### src/rtl/mld_checksum_sequencer.sv
// mld_checksum_sequencer
//   Serial majority-logic decoder sequencer. It shifts an N-bit received word
//   in MSB first and presents six orthogonal check-sums to an external 6-input
//   majority gate. It rotates the word N times, flipping the MSB whenever the
//   gate votes 1, and then shifts the corrected word out MSB first.
//
// Parameters
//   N          codeword length in bits (3..63)
//   CHK0..CHK5 N-bit participation masks, bit i set -> buffer bit i in sum k
//
// Ports
//   clk        single clock, rising edge
//   rst_n      asynchronous active-low reset
//   start      begin a new codeword (honoured only when idle)
//   din        serial received bit, MSB first
//   din_valid  din qualifier (ignored when idle)
//   maj_in     majority-gate result, combinational from chk
//   chk        check-sums to the majority gate (zero outside decode)
//   chk_valid  chk meaningful this cycle
//   dout       serial corrected bit, MSB first (zero outside unload)
//   dout_valid dout qualifier
//   busy       high whenever not idle
//   done       one-cycle pulse at end of word
//   ncorr      number of bits corrected in the last word (saturates at N)
module mld_checksum_sequencer #(
  parameter int           N    = 7,
  parameter logic [N-1:0] CHK0 = {N{1'b0}},
  parameter logic [N-1:0] CHK1 = {N{1'b0}},
  parameter logic [N-1:0] CHK2 = {N{1'b0}},
  parameter logic [N-1:0] CHK3 = {N{1'b0}},
  parameter logic [N-1:0] CHK4 = {N{1'b0}},
  parameter logic [N-1:0] CHK5 = {N{1'b0}}
) (
  input  logic                     clk,
  input  logic                     rst_n,
  input  logic                     start,
  input  logic                     din,
  input  logic                     din_valid,
  input  logic                     maj_in,
  output logic [5:0]               chk,
  output logic                     chk_valid,
  output logic                     dout,
  output logic                     dout_valid,
  output logic                     busy,
  output logic                     done,
  output logic [$clog2(N+1)-1:0]   ncorr
);

  localparam int CW = $clog2(N+1);

  localparam logic [2:0] ST_IDLE   = 3'd0;
  localparam logic [2:0] ST_LOAD   = 3'd1;
  localparam logic [2:0] ST_DECODE = 3'd2;
  localparam logic [2:0] ST_UNLOAD = 3'd3;
  localparam logic [2:0] ST_DONE   = 3'd4;

  localparam logic [CW-1:0] LAST_IDX = CW'(N - 1);
  localparam logic [CW-1:0] NCORR_MAX = CW'(N);
  localparam logic [CW-1:0] ONE_CW = CW'(1);

  logic [2:0]    state_r;
  logic [N-1:0]  data_r;
  logic [CW-1:0] cnt_r;
  logic [CW-1:0] ncorr_r;
  logic [5:0]    chk_s;

  // Even-parity helper: XOR-reduce of the masked buffer.
  function automatic logic parity_f(input logic [N-1:0] v);
    return ^v;
  endfunction

  // Sequencer state, shift buffer, bit counter and correction counter.
  always_ff @(posedge clk or negedge rst_n) begin
    if (!rst_n) begin
      state_r <= ST_IDLE;
      data_r  <= {N{1'b0}};
      cnt_r   <= {CW{1'b0}};
      ncorr_r <= {CW{1'b0}};
    end else begin
      case (state_r)
        ST_IDLE: begin
          if (start) begin
            state_r <= ST_LOAD;
            cnt_r   <= {CW{1'b0}};
            ncorr_r <= {CW{1'b0}};
          end else begin
            state_r <= ST_IDLE;
          end
        end
        ST_LOAD: begin
          if (din_valid) begin
            data_r <= {data_r[N-2:0], din};
            if (cnt_r == LAST_IDX) begin
              cnt_r   <= {CW{1'b0}};
              state_r <= ST_DECODE;
            end else begin
              cnt_r <= cnt_r + ONE_CW;
            end
          end else begin
            state_r <= ST_LOAD;
          end
        end
        ST_DECODE: begin
          // Rotate left, correcting the bit leaving the MSB; after N
          // rotations every bit is back in its loaded position.
          data_r <= {data_r[N-2:0], data_r[N-1] ^ maj_in};
          if (maj_in && (ncorr_r != NCORR_MAX)) begin
            ncorr_r <= ncorr_r + ONE_CW;
          end else begin
            ncorr_r <= ncorr_r;
          end
          if (cnt_r == LAST_IDX) begin
            cnt_r   <= {CW{1'b0}};
            state_r <= ST_UNLOAD;
          end else begin
            cnt_r <= cnt_r + ONE_CW;
          end
        end
        ST_UNLOAD: begin
          data_r <= {data_r[N-2:0], 1'b0};
          if (cnt_r == LAST_IDX) begin
            cnt_r   <= {CW{1'b0}};
            state_r <= ST_DONE;
          end else begin
            cnt_r <= cnt_r + ONE_CW;
          end
        end
        ST_DONE: begin
          state_r <= ST_IDLE;
        end
        default: begin
          state_r <= ST_IDLE;
          cnt_r   <= {CW{1'b0}};
        end
      endcase
    end
  end

  // Check-sums go straight from the buffer so the external majority gate can
  // answer within the same decode cycle.
  always_comb begin
    chk_s = 6'b0;
    if (state_r == ST_DECODE) begin
      chk_s = {parity_f(data_r & CHK5), parity_f(data_r & CHK4),
               parity_f(data_r & CHK3), parity_f(data_r & CHK2),
               parity_f(data_r & CHK1), parity_f(data_r & CHK0)};
    end else begin
      chk_s = 6'b0;
    end
  end

  assign chk        = chk_s;
  assign chk_valid  = (state_r == ST_DECODE);
  assign dout_valid = (state_r == ST_UNLOAD);
  assign dout       = (state_r == ST_UNLOAD) ? data_r[N-1] : 1'b0;
  assign busy       = (state_r != ST_IDLE);
  assign done       = (state_r == ST_DONE);
  assign ncorr      = ncorr_r;

endmodule
### config.mk
export PLATFORM = sky130hd
export DESIGN_NAME = mld_checksum_sequencer
export DESIGN_NICKNAME = d
export VERILOG_FILES = /design/src/rtl/mld_checksum_sequencer.sv
export SDC_FILE = /design/constraint.sdc
export NUM_CORES = 1
export LEC_CHECK = 0
export ABC_AREA = 1
export CAP_MARGIN = 20
export CORE_ASPECT_RATIO = 1.1
export CORE_MARGIN = 2
export CORE_UTILIZATION = 40
export DETAILED_ROUTE_END_ITERATION = 7
export PLACE_DENSITY_LB_ADDON = 0.08
export SKIP_CTS_REPAIR_TIMING = 1
export SYNTH_ARGS = -nofsm -noshare
export SYNTH_HDL_FRONTEND = slang
export SYNTH_SLANG_ARGS = --single-unit
### constraint.sdc
create_clock -name clk -period 1.18 [get_ports clk]
set_input_delay 0.118 -clock clk [delete_from_list [all_inputs] [get_ports clk]]
set_output_delay 0.118 -clock clk [all_outputs]
set_load 0.02 [all_outputs]
Word-level counts from Yosys, hierarchy flattened. Index checks and enable logic that the tools add are counted.

Flip-flop bits (word level): 16. Bits in latches: 0. Memory bits (writable): 0. Memory bits (read-only): 0. Bits of input ports: 6. Output and inout port bits: 14. Logic and storage cells: 45. Memories: 0.

$add $sub $neg: 2. $mul: 0. Divide/modulo/power cells: 0. Magnitude comparators: 0. Equal/unequal tests: 12. Shift operators: 0. Multiplexer cells: 15. Bitwise operators: 2. Reduce and logical (&&, ||, !) cells: 10.

Operators with widths (count): 3-bit two-way mux (8); 3-bit case mux with 4 select lines (2); 7-bit case mux with 3 select lines (1); 3-bit AND reduction (3); 7-bit two-way mux (1); 3-bit by 1-bit adder with 3-bit output (second input constant) (2); 3-bit by 2-bit equality test with 1-bit output (second input constant) (2); 3-bit equality test (second input constant) (2); 2-bit by 1-bit inequality test with 1-bit output (second input constant) (3); 3-bit inequality test (second input constant) (2); 3-bit case mux with 2 select lines (1); 3-bit nonzero test (2); 2-bit inequality test (second input constant) (2); 3-bit by 1-bit equality test with 1-bit output (second input constant) (1); 3-bit zero test (1); 1-bit two-way mux (2); 2-bit AND reduction (1); 2-bit nonzero test (1); 2-bit OR reduction (1); 1-bit logical AND (1); 1-bit NOT (1); 1-bit XOR (1).

Logic depth before layout (Yosys ltp).
Depth after elaboration: 4. Depth in mapped cells: 8. Mapped depth without buffers: 8.

Least setup slack after synthesis. OpenSTA, ideal clock, no wires.

Kind: reg-to-reg. From: reg ncorr_r[0] (netlist: ncorr[0]). To: reg ncorr_r[0] (netlist: ncorr[0]). Setup time: 0.126 ns. Arrival: 1.196 ns. Required time: 1.054 ns. Slack: -0.142 ns. Stages on the path, launching flop included: 9. Clock period less this slack: 1.322 ns. Cell sequence: dfrtp_1 ha_1 ha_1 inv_1 nand2_1 nand2_4 nand2_4 nand2_1 o21ai_0.

Word-level cells in the longest chain between the ends: 4. Elaborated cells between the ends (all ways): 7.

Ends and longest elaborated chain: start: declaration (line 64) `logic [CW-1:0] ncorr_r;`; start signal: assignment (line 78) `ncorr_r <= {CW{1'b0}};`; start signal: assignment (line 85) `ncorr_r <= {CW{1'b0}};`; start signal: assignment (line 108) `ncorr_r <= ncorr_r + ONE_CW;`; branches (longest 4 deep; another with 3-bit by 1-bit adder with 3-bit output).

Parallel ways; which one is timed is not known. The select of a mux whose other input is x is not followed. A chain may end at the register's enable or synchronous reset.

Final worst setup path.
From: reg state_r[0]. To: out done.

Word-level cells in the longest chain between the ends: 1.

Ends and longest elaborated chain: start: declaration (line 61) `logic [2:0] state_r;`; start signal: assignment (line 75) `state_r <= ST_IDLE;`; start signal: assignment (line 83) `state_r <= ST_LOAD;`; start signal: assignment (line 87) `state_r <= ST_IDLE;`; 3-bit equality test (line 157) `assign done = (state_r == ST_DONE);`; end: declaration (line 45) `output logic done,`.

Every way passes these cells.

==> results.yml <==
status:
  outcome: "complete, but fails checks"
  violations: "setup timing"
critical_path:
  endpoint_kind: "primary output"
  path_class: "reg -> out"
  cp-start-kind: "register"
  rrSetupSlack_ns: -0.05
  rr_worst_depth: 8
  crit_required_ns: 1.06
  cp.arrival_ns: 1.24
  cp_max_fo: 4
  regToRegStartpoint: "state_r[0]$_DFFE_PN0P_"
  timing.rr.end: "ncorr[2]$_DFFE_PN0P_"
routing:
  routedWlPerCell_um: 11.4
  drc: 0
  wl_um: 2060
  drt_iter0_markers: 11
  routed_via_density: 4.52
  postRouteAntennaNets: 0
  num_vias: 818
  firstDrtPassIters: 4
synthesis:
  ys_seq_elements: 16
  yosysTopAreaCell: "dfrtp_1"
  postSynthCellCount: 121
  synth_seq_area_share_pct: 42.7
  synth_area_um2: 937
  synth_top_cell_area_share_pct: 42.7
  synth.avg_cell_area_um2: 7.75
  synth_warnings: 0
  synth.distinct_cells: 20
  ys_top_cells_by_area: "dfrtp_1 (43%), nand2_1 (19%), buf_4 (4.8%)"
layout:
  mostFrequentLayoutCell: "nand2_1"
  final_nets: 160
  stdcell_count: 181
  antennaDiodeCount: 0
  drive_above_1_share_pct: 49.0
  mostFrequentLayoutCells: "nand2_1 (26), nand2_2 (22), dfrtp_1 (13)"
  area_delta_synth_final_pct: 49.3
clocking:
  tritoncts: "yes"
  clkSinkCount: 16
  clk_latency_ns: 0.29
  cts_max_level: 1
  clkTransAtPathRegs_ns: 0.11
  cts_root_buffer: "clkbuf_4"
  clockBufferDepth: 2
  cts_buffers: 3
placed_design:
  routabilityCongestion: 0.731
  dpl.hpwl_um: 1430
  dp_cells: 174
  portBuffers: 13
  pre_cts_ws_ns: -0.229
timing:
  hold_viol: 0
  slew_viol_final: 0
  fmax_mhz: 738
  timing.final.crit_share_pct: 115
  setup_viol: 12
  fin_crit_ns: 1.35
  fin_ws_ns: -0.175
  fin_tns_setup_ns: -0.789
  rsz0062_at_grt: "yes"
  clock_skew_ns: 0.0123
pwr:
  p_switching_uw: 1850
  leakage_uw: 0.000742
  p_per_area_nw_per_um2: 2870
  seqPwrFrac_pct: 24.6
  ir_drop_v: 0.00165
  power.share.switching_pct: 46.0
  intPower_uw: 2170
  comb_power_share_pct: 66.2
  clkPwrFrac_pct: 9.2
global_route:
  grt_start_max_net_pins: 17
  antenna_found_initial: 0
  grt_remaining_overflow: 0
  grt_pass1_wl_um: 3200
  grt_pass1_vias: 724
  track_usage_pct: 15.9
floorplanning:
  die_h_um: 54.8
  fp.dieW_um: 50.2
  initial_core_util_pct: 42.0
  die_area_um2: 2750
  rows: 18
  io_pins: 20
  coreArea_um2: 2230
run:
  maxCapViolations: 0
worst_hold_path:
  holdCritPathClass: "in -> async"
-- cell usage after synthesis --
cell type and instances:
nand4_2 1, nand3_1 5, conb_1 1, inv_1 12, o21ai_0 6, buf_4 6, nor3_1 1, nor2_1 6
nand4_1 2, a21oi_1 1, nand2_2 1, nand2_1 48, nand2_4 4, inv_2 2, ha_1 2, buf_6 2
o21ai_1 3, nor2_8 1, xor2_1 1, dfrtp_1 16
-- final cells by class --
type,count,area (µm²)
clock buffer,4,36.3
fill,198,831
inverter,14,52.6
multi-input combinational,88,572
sequential,16,404
tap,30,37.5
timing repair buffer,29,297
-- worst max-delay path, cell delays in order, from the launching register on --
cell      delay (ns)
dfrtp_1         0.40
inv_1           0.13
nand2_1         0.13
nor2_1          0.12
clkbuf_2        0.18
-- worst max-delay path by stage --
stage	endpoint	cells past startpoint	slack [ns]	from
4_1_cts	dout	4	-0.58	state_r[2]$_DFFE_PN0P_
3_3_place_gp	dout	4	-0.23	state_r[2]$_DFFE_PN0P_
3_5_place_dp	done	4	-0.23	state_r[0]$_DFFE_PN0P_
2_1_floorplan	ncorr[2]$_DFFE_PN0P_	8	-0.03	ncorr[0]$_DFFE_PN0P_
6_report	done	4	-0.17	state_r[0]$_DFFE_PN0P_
5_1_grt	done	4	-0.29	state_r[0]$_DFFE_PN0P_
-- registers in the layout, indices dropped and copies added (netlist names) --
register	count
data_r	7
ncorr	3
state_r	3
cnt_r	3
-- per-stage QoR --
stage	hold slack, ns	total power (µW)	instance area (µm²)	util, %
3_5_place_dp	0.459	2980	1190	53.4
2_1_floorplan	-0.178	2300	993	-
5_1_grt	0.165	4340	1400	62.7
3_3_place_gp	0.455	2930	1190	53.4
6_report	0.130	4010	1400	62.7
4_1_cts	0.134	3370	1230	55.1
-- cell families after synthesis --
kind of cell,count (synthesis),share of synthesized area (%)
other,1,0.400
flip-flops,16,42.7
XOR/XNOR,1,0.935
buffers and inverters,22,12.8
adder cells (fa/ha/maj),2,2.67
AND/OR/NAND/NOR,69,35.1
AO/OA/AOI/OAI,10,5.34
-- power by group through the flow --
stage / Clock (µW) / Sequential, µW / Combinational (µW)
floorplan: 0 / 983 / 1320
global placement: 0 / 958 / 1970
detailed placement: 0 / 967 / 2020
CTS: 387 / 956 / 2030
global route: 412 / 1020 / 2910
finish: 368 / 989 / 2660
-- per-layer routing --
layer | track usage [%] | wire, µm | up-vias
li1 | - | - | 427
met1 | 19.1 | 886 | 371
met2 | 28.1 | 1080 | 18
met3 | 2.19 | 76 | 2
met4 | 8.33 | 13 | 0
met5 | 0 | 0 | -
Power figures use the tool's default switching activity.
